==> src/rtl/input_fifo_pkg.sv <==
// Shared types and constants for the packet-aware ingress FIFO.
package input_fifo_pkg;

  typedef enum logic [1:0] {IDLE, PKT, DISCARD} wr_state_e;

  localparam int unsigned FLAG_W     = 2;
  localparam int unsigned DROP_CNT_W = 16;

endpackage

==> src/rtl/pkt_fifo_mem.sv <==
// Word storage for the ingress FIFO: synchronous write, asynchronous read.
module pkt_fifo_mem #(
  parameter int unsigned Width     = 18,
  parameter int unsigned AddrWidth = 5
) (
  input  logic                 clk,
  input  logic                 we_i,
  input  logic [AddrWidth-1:0] waddr_i,
  input  logic [Width-1:0]     wdata_i,
  input  logic [AddrWidth-1:0] raddr_i,
  output logic [Width-1:0]     rdata_o
);

  logic [Width-1:0] mem_q [2**AddrWidth];

  always_ff @(posedge clk) begin
    if (we_i) begin
      mem_q[waddr_i] <= wdata_i;
    end
  end

  assign rdata_o = mem_q[raddr_i];

endmodule

==> src/rtl/input_pkt_fifo.sv <==
// Store-and-forward packet FIFO: words become readable only once their packet's eop commits;
// aborted or overflowing partial packets are rewound to the commit pointer and counted.
module input_pkt_fifo
  import input_fifo_pkg::*;
#(
  parameter int unsigned DATA_WIDTH = 16,
  parameter int unsigned ADDR_WIDTH = 5,
  parameter int unsigned AF_MARGIN  = 4
) (
  input  logic                  clk,
  input  logic                  rst_n,
  input  logic [DATA_WIDTH-1:0] din,
  input  logic                  din_sop,
  input  logic                  din_eop,
  input  logic                  wr_en,
  input  logic                  wr_abort,
  output logic                  full,
  output logic                  almost_full,
  output logic [DATA_WIDTH-1:0] dout,
  output logic                  dout_sop,
  output logic                  dout_eop,
  input  logic                  rd_en,
  output logic                  empty,
  output logic                  pkt_avail,
  output logic [ADDR_WIDTH:0]   pkt_cnt,
  output logic [ADDR_WIDTH:0]   data_cnt,
  output logic                  drop_pulse,
  output logic [DROP_CNT_W-1:0] drop_cnt
);

  localparam int unsigned PtrW  = ADDR_WIDTH + 1;
  localparam int unsigned MemW  = DATA_WIDTH + FLAG_W;
  localparam int unsigned Depth = 2 ** ADDR_WIDTH;

  localparam logic [PtrW-1:0] PtrOne = PtrW'(1);
  localparam logic [PtrW-1:0] DepthP = PtrW'(Depth);
  localparam logic [PtrW-1:0] AfP    = PtrW'(AF_MARGIN);

  wr_state_e             state_q, state_d;
  logic [PtrW-1:0]       wptr_q, wptr_d;
  logic [PtrW-1:0]       cptr_q, cptr_d;
  logic [PtrW-1:0]       rptr_q, rptr_d;
  logic [PtrW-1:0]       pkt_cnt_q, pkt_cnt_d;
  logic [DROP_CNT_W-1:0] drop_cnt_q, drop_cnt_d;
  logic                  drop_pulse_q;
  logic [MemW-1:0]       last_q, last_d;

  logic                  mem_we;
  logic [PtrW-1:0]       mem_wptr;
  logic [MemW-1:0]       mem_rdata;
  logic                  commit;
  logic                  drop;
  logic                  pop;
  logic                  pop_eop;
  logic [PtrW-1:0]       free_words;

  pkt_fifo_mem #(
    .Width     (MemW),
    .AddrWidth (ADDR_WIDTH)
  ) u_mem (
    .clk     (clk),
    .we_i    (mem_we),
    .waddr_i (mem_wptr[ADDR_WIDTH-1:0]),
    .wdata_i ({din_sop, din_eop, din}),
    .raddr_i (rptr_q[ADDR_WIDTH-1:0]),
    .rdata_o (mem_rdata)
  );

  // Flags come from registered pointers only, so a same-cycle read never frees room for a write.
  assign full        = (wptr_q ^ rptr_q) == {1'b1, {ADDR_WIDTH{1'b0}}};
  assign empty       = (rptr_q == cptr_q);
  assign data_cnt    = wptr_q - rptr_q;
  assign free_words  = DepthP - data_cnt;
  assign almost_full = (free_words <= AfP);
  assign pkt_cnt     = pkt_cnt_q;
  assign pkt_avail   = (pkt_cnt_q != '0);
  assign drop_pulse  = drop_pulse_q;
  assign drop_cnt    = drop_cnt_q;

  assign {dout_sop, dout_eop, dout} = empty ? last_q : mem_rdata;

  always_comb begin
    state_d  = state_q;
    wptr_d   = wptr_q;
    cptr_d   = cptr_q;
    mem_we   = 1'b0;
    mem_wptr = wptr_q;
    commit   = 1'b0;
    drop     = 1'b0;
    unique case (state_q)
      IDLE: begin
        if (!wr_abort && wr_en) begin
          if (!din_sop) begin
            drop = 1'b1;
          end else if (full) begin
            drop = 1'b1;
            if (!din_eop) state_d = DISCARD;
          end else begin
            mem_we = 1'b1;
            wptr_d = wptr_q + PtrOne;
            if (din_eop) begin
              cptr_d = wptr_q + PtrOne;
              commit = 1'b1;
            end else begin
              state_d = PKT;
            end
          end
        end
      end
      PKT: begin
        if (wr_abort) begin
          wptr_d  = cptr_q;
          drop    = 1'b1;
          state_d = IDLE;
        end else if (wr_en) begin
          if (din_sop) begin
            // Restart at the commit point; a partial packet in flight means cptr cannot be full.
            drop     = 1'b1;
            mem_we   = 1'b1;
            mem_wptr = cptr_q;
            wptr_d   = cptr_q + PtrOne;
            if (din_eop) begin
              cptr_d  = cptr_q + PtrOne;
              commit  = 1'b1;
              state_d = IDLE;
            end
          end else if (full) begin
            wptr_d  = cptr_q;
            drop    = 1'b1;
            state_d = din_eop ? IDLE : DISCARD;
          end else begin
            mem_we = 1'b1;
            wptr_d = wptr_q + PtrOne;
            if (din_eop) begin
              cptr_d  = wptr_q + PtrOne;
              commit  = 1'b1;
              state_d = IDLE;
            end
          end
        end
      end
      DISCARD: begin
        if (wr_abort || (wr_en && din_eop)) state_d = IDLE;
      end
      default: state_d = IDLE;
    endcase
  end

  always_comb begin
    pop     = rd_en && !empty;
    pop_eop = pop && mem_rdata[DATA_WIDTH];
    rptr_d  = pop ? rptr_q + PtrOne : rptr_q;
    last_d  = pop ? mem_rdata : last_q;

    pkt_cnt_d = pkt_cnt_q;
    if (commit && !pop_eop) begin
      pkt_cnt_d = pkt_cnt_q + PtrOne;
    end else if (!commit && pop_eop) begin
      pkt_cnt_d = pkt_cnt_q - PtrOne;
    end

    drop_cnt_d = drop_cnt_q;
    if (drop && (drop_cnt_q != '1)) begin
      drop_cnt_d = drop_cnt_q + DROP_CNT_W'(1);
    end
  end

  always_ff @(posedge clk or negedge rst_n) begin
    if (!rst_n) begin
      state_q      <= IDLE;
      wptr_q       <= '0;
      cptr_q       <= '0;
      rptr_q       <= '0;
      pkt_cnt_q    <= '0;
      drop_cnt_q   <= '0;
      drop_pulse_q <= 1'b0;
      last_q       <= '0;
    end else begin
      state_q      <= state_d;
      wptr_q       <= wptr_d;
      cptr_q       <= cptr_d;
      rptr_q       <= rptr_d;
      pkt_cnt_q    <= pkt_cnt_d;
      drop_cnt_q   <= drop_cnt_d;
      drop_pulse_q <= drop;
      last_q       <= last_d;
    end
  end

endmodule
==> config.mk <==
export PLATFORM = sky130hd
export DESIGN_NAME = input_pkt_fifo
export DESIGN_NICKNAME = d
export VERILOG_FILES = /design/src/rtl/input_fifo_pkg.sv /design/src/rtl/pkt_fifo_mem.sv /design/src/rtl/input_pkt_fifo.sv
export SDC_FILE = /design/constraint.sdc
export NUM_CORES = 1
export LEC_CHECK = 0
export ABC_AREA = 1
export CAP_MARGIN = 10
export CORE_UTILIZATION = 59
export CTS_CLUSTER_DIAMETER = 80
export DETAILED_ROUTE_END_ITERATION = 8
export PLACE_DENSITY_LB_ADDON = 0.2
export SKIP_CTS_REPAIR_TIMING = 1
export SKIP_LAST_GASP = 1
export SLEW_MARGIN = 20
export SYNTH_ARGS = -nofsm -noshare
export SYNTH_HDL_FRONTEND = slang
export SYNTH_SLANG_ARGS = --single-unit
==> constraint.sdc <==
create_clock -name clk -period 4.4 [get_ports clk]
set_input_delay 1.1 -clock clk [delete_from_list [all_inputs] [get_ports clk]]
set_output_delay 1.1 -clock clk [all_outputs]
set_load 0.1 [all_outputs]
After elaboration in Yosys (flattened, before gate mapping) --
Memory sizes are Yosys's and may differ from the RTL's. Index checks and enable logic that the tools add are counted. W data, S select, Z words.
Storage, ports and cells: flip-flop bits (word level) 61, bits in writable memories 576, input port bits 23, memories kept 1
Cells by class: add/subtract/negate cells 8, magnitude comparators 1, eq/ne operators 14, multiplexer cells 61, bitwise operators 1, reductions and logical operators 19
Memory list:
- u_mem.mem_q | words 32, width 18, rd ports 1, clocked after Yosys merged registers in 0, write ports 1, RTL line pkt_fifo_mem.sv:14 | logic [Width-1:0] mem_q [2**AddrWidth];
Operators with widths (count):
- $mux W6 | 17
- $add A6 B1 Y6 const B | 4
- $mux W2 | 12
- $pmux W6 S2 | 2
- $mux W1 | 21
- $mux W5 | 4
- $mux W18 | 1
- $add A16 B1 Y16 const B | 1
- $ne A16 B16 Y1 const B | 1
- $ne A2 B2 Y1 const B | 7
- $reduce_and A5 Y1 | 2
- $logic_and A1 B1 Y1 | 7
- $eq A6 B6 Y1 | 1
- $eq A6 B6 Y1 const B | 1
- $le A6 B3 Y1 const B | 1
- $ne A3 B3 Y1 const B | 2
- $pmux W1 S2 | 3
- $pmux W2 S3 | 1
- $reduce_and A6 Y1 | 1
- $reduce_bool A6 Y1 | 1
- $sub A6 B1 Y6 const B | 1
- $sub A6 B6 Y6 | 1
- $sub A6 B6 Y6 const A | 1
- $xor A6 B6 Y6 | 1
- 6 further kinds | 10

Depth between registers and ports, before layout --
Gate-level depths: netlist (run 1).
word-level depth 11, mapped depth 22, mapped depth without buffers 19

Cells and area by module --
From an unflattened synthesis (run 1), not the netlist that was laid out.
Second synthesis, totals: cells, all modules 2608, area total of the unflattened synthesis 27834.2 um2
By module, submodules not included:
- pkt_fifo_mem | times used 1, cells an instance 1991, area each 23487.5 um2, seq. area each 17296.6 um2
- input_pkt_fifo | times used 1, cells an instance 617, area each 4346.7 um2, seq. area each 1526.5 um2

Least setup slack after synthesis (run 1) --
No wires, ideal clock.
path type reg2out, from register rptr_q[2], to output port almost_full, arrival 4.670 ns, setup slack -1.370 ns, cell stages (with the launch flop) 11, path buffers 3, cell sequence dfrtp_1 -> buf_2 -> inv_1 -> buf_2 -> buf_1 -> ha_1 -> xnor2_1 -> nand3_1 -> nor2_1 -> nor2_1 -> nor2_1
Between the ends: cells in the longest elaborated chain, start to end 3
RTL lines:
- start, declared | RTL line input_pkt_fifo.sv:42 | logic [PtrW-1:0] rptr_q, rptr_d;
- start signal, assigned | RTL line input_pkt_fifo.sv:182 | rptr_q <= rptr_d;
- $sub A6 B6 Y6 | RTL line input_pkt_fifo.sv:72 | assign data_cnt = wptr_q - rptr_q;
- net data_cnt[2] | RTL line input_pkt_fifo.sv:26 | output logic [ADDR_WIDTH:0] data_cnt,
- $sub A6 B6 Y6 | RTL line input_pkt_fifo.sv:73 | assign free_words = DepthP - data_cnt;
- $le A6 B3 Y1 | RTL line input_pkt_fifo.sv:74 | assign almost_full = (free_words <= AfP);
- end, declared | RTL line input_pkt_fifo.sv:18 | output logic almost_full,
The timed path passes the listed nets, and every way through them passes these cells.

Worst setup path after layout (run 1) --
from register rptr_q[0], to output port dout[6]
Between the ends: cells in the longest elaborated chain, start to end 2, elaborated cells between the ends (all ways) 3, those cells by class 1 x eq/ne; 1 x mux; 1 x memory
RTL lines:
- $mem_v2 Z32 W18 or $eq A6 B6 Y1 (tied branches)
- $mux W18 (*) | RTL line input_pkt_fifo.sv:80 | assign {dout_sop, dout_eop, dout} = empty ? last_q : mem_rdata;
- end, declared | RTL line input_pkt_fifo.sv:19 | output logic [DATA_WIDTH-1:0] dout,
Every way passes the cells marked *; elsewhere a longest branch is shown, timed or not.

==> impl_metrics.yaml, run 1 <==
status:
  outcome: "finished clean"
routing:
  first_pass_iters: 7
  post-route-drc-count: 0
  vias: 20400
  wl_per_cell_um: 20.6
  drt_iter0_markers: 2621
  routed_wl_um: 73800
  drtAntennaViolNets: 0
  viasPerCell: 5.68
synth:
  seq_area_frac_synth_pct: 66.3
  synthArstFlopShare_pct: 9.58
  synth_warnings: 0
  synth-edff-count: 576
  synth-main-ff-cell: "edfxtp_1"
  syn_area_per_cell_um2: 10.0
  syn_inst: 2834
  syn_area_um2: 28400
  synthDistinctLibCells: 46
  ys_ff_latch: 637
  synth_nets: 2873
floorplan:
  fp.coreArea_um2: 47600
  die_w_um: 221
  dieHeight_um: 221
  row_count: 80
  io_pins: 74
  die-area_um2: 49000
  initial_core_util_pct: 59.6
sta:
  fin_worst_skew_ns: 0.0227
  worst_slew_pin_slew_ns: 0.991
  final.period_utilization_pct: 97.4
  rsz0062_at_grt: "no"
  holdWs_ns: 0.480
  period_needed_ns: 4.29
  worst_slack_ns: 0.113
  setup_violations: 0
  hold_viol_final: 0
  drv_slew: 0
  fin_tns_setup_ns: 0
  max_freq_mhz: 233
  slew_headroom_pct: 33.7
clock_tree:
  cts.sinks: 637
  root_buffer: "clkbuf_16"
  cts_buffer_depth: 3
  cts.clk_slew.worst_paths_ns: 0.06
  clk_latency_ns: 0.60
  cts_buffers: 67
  h-tree-depth: 3
  cts_tree: "built"
worst_setup_path:
  worst-path-max-fanout: 69
  cp.required_ns: 3.30
  slowest_delay_ns: 0.56
  worstPathArrival_ns: 3.19
  r2r_start: "rptr_q[1]"
  startpoint_type: "flip-flop"
  path_common_cell: "nand2_1"
  worstSetupPathType: "reg2out"
  crit_chain: "inv_8 > buf_4 > nand2_1 > nand2_1 > nand2_1 > nand3_1 > nand3_1 > nand2_1 > nand3_1 > nand2_1 > buf_12"
  setup.worst_path.start: "rptr_q[0]"
  slowest_stage: "dfrtp_4"
  crit_path_end_kind: "output pin"
final_layout:
  drive_above_1_share_pct: 9.85
  post-route-util_pct: 68.0
  area_growth_pct: 14.1
  finalNetCount: 2965
  fin_cells: 3590
  fillers: 3558
grt:
  gr-total-overflow: 0
  grt_pass1_wl_um: 112000
  grt_max_degree: 164
  grt_pass1_vias: 19525
  grt_usage_pct: 30.4
  grt_antenna_before_repair: 0
placement:
  dpl.hpwl_um: 45100
  port_buffers: 73
  dp_cells: 3472
  gp_congestion: 0.940
  post-place-ws_ns: 0.225
pwr:
  irDropWorstVdd_mv: 0.875
  leakage_nw: 13.4
  pwr_density_cell_nw_per_um2: 758
hold_path:
  hp-start: "last_q[5]"
  hold_path_class: "reg2reg"
flow_run:
  timing.max_cap.violations: 0
==> cell families after synthesis <==
| kind of cell | Yosys count | synth area share (%) |
|---|---|---|
| DFF | 637 | 66.3 |
| AOI/OAI and AO/OA | 96 | 1.81 |
| xor gates and xnor gates | 28 | 0.863 |
| and+or+nand+nor | 1627 | 24.1 |
| adders and majority gates | 16 | 0.758 |
| muxes | 1 | 0.0352 |
| buffers and inverters | 429 | 6.22 |
==> synthesized netlist by cell type, types with 2 or more instances <==
| library cell | number | area share [%] |
|---|---|---|
| nor4_1 | 2 | 0.044 |
| nor3_4 | 2 | 0.11 |
| dfrtp_1 | 61 | 5.4 |
| o21ai_0 | 30 | 0.53 |
| clkbuf_1 | 30 | 0.40 |
| nor2_1 | 191 | 2.5 |
| inv_2 | 5 | 0.066 |
| buf_1 | 18 | 0.24 |
| nand2_1 | 973 | 13 |
| nand3b_1 | 3 | 0.079 |
| edfxtp_1 | 576 | 61 |
| nand2_4 | 3 | 0.12 |
| inv_1 | 292 | 3.9 |
| nand4_2 | 2 | 0.088 |
| o21ai_2 | 4 | 0.12 |
| nand3_1 | 416 | 7.3 |
| nand4_1 | 9 | 0.20 |
| or2_2 | 2 | 0.044 |
| fa_1 | 2 | 0.14 |
| a21oi_1 | 49 | 0.86 |
| nor3_1 | 7 | 0.12 |
| o21ai_1 | 5 | 0.088 |
| nand2_2 | 6 | 0.13 |
| o22ai_1 | 2 | 0.044 |
| buf_6 | 2 | 0.079 |
| xor2_1 | 17 | 0.52 |
| buf_2 | 69 | 1.2 |
| buf_4 | 11 | 0.29 |
| xnor2_1 | 11 | 0.34 |
| ha_1 | 14 | 0.62 |
| nor2_4 | 3 | 0.12 |
| nor2_2 | 3 | 0.066 |
==> state kept, by name, summed over array words and instances (netlist names) <==
register and flops:
last_q 18, state_q 2, rptr_q 6, cptr_q 6, drop_pulse 1, drop_cnt 16, u_mem.mem_q 576, wptr_q 6
pkt_cnt 6
==> worst paths after layout <==
path / to / slack [ns] / depth (start not counted)
max: dout[6] / 0.11 / 11
min: last_q[5] / 0.48 / 2
min reg2reg: last_q[5] / 0.48 / 2
min in group asynchronous: pkt_cnt[2] / 0.59 / 1
max in group asynchronous: drop_cnt[10] / 2.81 / 3
max reg2reg: pkt_cnt[5] / 0.67 / 16
==> report_power, final <==
| group | internal [W] | leakage, nW | switching [W] | total, W |
|---|---|---|---|---|
| clock | 0.00332 | 1.06 | 0.00229 | 0.00561 |
| combinational | 0.00335 | 6.44 | 0.00836 | 0.0117 |
| sequential | 0.00692 | 5.94 | 0.000348 | 0.00727 |
==> per-layer routing <==
layer,track usage (%),vias up,share of wire (%)
met3,5.59,134,9.7
met2,47.2,1010,46
met1,42.8,9746,41
met5,0,-,0
met4,12.1,0,3.2
li1,-,9510,-
==> through the flow <==
stage / instance area, um^2 / power, W
after floorplan: 28400 / 0.0150
after detailed placement: 30200 / 0.0189
after CTS: 32400 / 0.0246
final: 32400 / 0.0246
after global placement: 30200 / 0.0188
after global routing: 32400 / 0.0257
==> critical path, delay by kind of cell (launching register included) <==
| kind | cells | cell delay (ns) |
|---|---|---|
| flops | 1 | 0.56 |
| simple gates | 8 | 1.04 |
| buf+inv | 3 | 0.94 |
==> final cells by class <==
type / count / area [um^2] / area share (%)
Tap cell: 615 / 769 / 2.37
Antenna cell: 1 / 2.50 / 0.00772
Timing Repair Buffer: 154 / 1600 / 4.93
Clock buffer: 84 / 1800 / 5.56
Multi-Input combinational cell: 1768 / 7910 / 24.4
Sequential cell: 637 / 18800 / 58.1
Inverter: 298 / 1130 / 3.50
Clock inverter: 33 / 360 / 1.11
==> layout by cell type (no fill, tap or decap), types with 33 or more instances in the layout <==
cell type  instances
inv_1            291
buf_4             75
a21oi_1           49
edfxtp_1         576
nand3_1          416
nor2_1           162
nand2_1          973
dfrtp_1           58
buf_12            33
clkbuf_16         69
No activity file was read; power rests on OpenSTA's default activity.
==> run 2: changes to the inputs <==
--- a/config.mk
+++ b/config.mk
@@ -11,9 +11,8 @@
 export CTS_CLUSTER_DIAMETER = 80
 export DETAILED_ROUTE_END_ITERATION = 8
 export PLACE_DENSITY_LB_ADDON = 0.2
-export SKIP_CTS_REPAIR_TIMING = 1
+export RECOVER_POWER = 25
 export SKIP_LAST_GASP = 1
-export SLEW_MARGIN = 20
 export SYNTH_ARGS = -nofsm -noshare
 export SYNTH_HDL_FRONTEND = slang
 export SYNTH_SLANG_ARGS = --single-unit
==> run 2 against run 1 <==
Highest routed layer unchanged. Largest cell class unchanged. Count of clock-buffer cells in the layout unchanged. Sequential cell count unchanged. Largest power group unchanged. The flow now finishes with violations (max-capacitance violations, max-slew violations). Utilization about the same.
==> impl_metrics.yaml, run 2 (synthesis gave the netlist of run 1 again) <==
status:
  outcome: "finished with violations"
  violations: "max-capacitance violations, max-slew violations"
clock_tree:
  cts_tree: "built"
  cts_buffers: 67
  cts.sinks: 637
  cts.clk_slew.worst_paths_ns: 0.06
  h-tree-depth: 3
  clk_latency_ns: 0.60
  postCtsHoldBufs: 0
  root_buffer: "clkbuf_16"
  cts_buffer_depth: 3
final_layout:
  final_area_um2: 32400
  finalNetCount: 2965
  drive_above_1_share_pct: 9.45
  seq_area_um2: 18800
  final_cell_mix: "nand2_1 (973), edfxtp_1 (576), nand3_1 (416)"
  multi_input_area_um2: 7910
  area_growth_pct: 14.1
  largest_reg_flops: 576
  final_common_cell: "nand2_1"
  largest-register: "u_mem.mem_q"
  fillers: 3559
  post-route-util_pct: 68.0
grt:
  use_met1_pct: 42.8
  grt_antenna_before_repair: 0
  busiest_layer: "met2"
  grt_pass1_wl_um: 112000
  grt_pass1_vias: 19525
  grt_usage_pct: 30.4
  grt_max_degree: 164
  gr-total-overflow: 0
  grt_use_met2_pct: 47.2
  grtUsageMet3_pct: 5.59
pwr:
  leakage_nw: 13.4
  pwr_density_cell_nw_per_um2: 759
  irDropWorstVdd_mv: 0.875
worst_setup_path:
  setup.worst_path.start: "rptr_q[0]"
  path_common_cell: "nand2_1"
  worst-path-max-fanout: 69
  r2r_start: "rptr_q[1]"
  worstPathArrival_ns: 3.18
  slowest_stage: "dfrtp_4"
  cp_num_buf_inv: 3
  path_delay_family: "simple AND/OR/NAND/NOR gates"
  cp.required_ns: 3.30
  crit_chain: "inv_8 > buf_4 > nand2_1 > nand2_1 > nand2_1 > nand3_1 > nand3_1 > nand2_1 > nand3_1 > nand2_1 > buf_12"
  startpoint_type: "flip-flop"
  worstSetupPathType: "reg2out"
  crit_path_end_kind: "output pin"
  slowest_delay_ns: 0.56
sta:
  hold_viol_final: 0
  drv_slew: 397
  holdWs_ns: 0.481
  slew_headroom_pct: -38.1
  final.period_utilization_pct: 97.3
  rsz0062_at_grt: "no"
  fin_worst_skew_ns: 0.0231
  setup_violations: 0
  worst_slew_pin_slew_ns: 2.07
  max_freq_mhz: 233
  period_needed_ns: 4.28
  fin_tns_setup_ns: 0
floorplan:
  die_w_um: 221
  initial_core_util_pct: 59.6
  dieHeight_um: 221
  row_count: 80
  fp.coreArea_um2: 47600
  io_pins: 74
  die-area_um2: 49000
routing:
  drtAntennaViolNets: 0
  wl_per_cell_um: 20.5
  routed_wl_um: 73700
  vias: 20367
  drt_iter0_markers: 2523
  first_pass_iters: 7
  post-route-drc-count: 0
  viasPerCell: 5.67
placement:
  dpl.hpwl_um: 45100
  port_buffers: 73
  gp_congestion: 0.940
  dpl-instance-area_um2: 30200
flow_run:
  timing.max_cap.violations: 12
hold_path:
  hold_path_class: "reg2reg"
  hp-start: "last_q[5]"
==> run 2: changes by cell type in the layout (fill, tap and decap cells not counted) <==
| cell | previous run | this run |
|---|---|---|
| buf_2 | 17 | 5 |
| clkbuf_1 | 13 | 25 |
==> run 2: repair_timing <==
action	in CTS	in global routing
setup buffers	0	0
endpoints found under the setup margin	0	1
gates resized for setup	0	1
==> run 2: final timing paths <==
check	endpoint	slack (ns)	depth (start not counted)
setup / recovery	dout[10]	0.12	11
hold / removal	last_q[5]	0.48	2
setup reg to reg	pkt_cnt[5]	0.66	16
hold reg to reg	last_q[5]	0.48	2
max in group asynchronous	rptr_q[0]	1.91	1
min in group asynchronous	pkt_cnt[2]	1.05	1
==> run 2: area by class of cell <==
type / instances / share of cell area, %
clock buffer: 84 / 5.57
tap: 615 / 2.38
timing repair buffer: 154 / 4.89
multi-input combinational: 1768 / 24.4
clock inverter: 33 / 1.11
sequential: 637 / 58.1
antenna: 1 / 0.00772
inverter: 298 / 3.50
==> run 2: per-layer routing <==
metal,wire length (um),vias to the layer above,part of all wire [%]
met5,0,-,0
met4,2370,0,3.2
met3,7280,137,9.9
met2,34000,1029,46
met1,30100,9690,41
li1,-,9511,-
==> run 2: power breakdown <==
group / internal, W / total (W) / switching, W
clock: 0.00332 / 0.00561 / 0.00229
sequential: 0.00692 / 0.00727 / 0.000349
combinational: 0.00335 / 0.0117 / 0.00836
==> run 2: worst register-to-register path, cell delays in order, from the launching register on <==
cell	delay, ns
dfrtp_4	0.65
inv_6	0.31
buf_12	0.25
buf_4	0.24
nand3_1	0.09
a21oi_1	0.27
nor2_1	0.12
nand2_1	0.12
nand3_1	0.20
ha_1	0.31
inv_1	0.15
ha_1	0.30
a21oi_1	0.22
o211ai_1	0.13
xor2_1	0.16
nand2_1	0.07
nand2_1	0.05
==> run 2: per-stage QoR <==
stage          std cells  setup WS [ns]  power (W)
3_3_place_gp        3472          0.273     0.0188
4_1_cts             3589          0.104     0.0246
6_report            3590          0.117     0.0246
2_1_floorplan       2834         0.0592     0.0150
3_5_place_dp        3472          0.225     0.0189
5_1_grt             3589        0.00382     0.0257
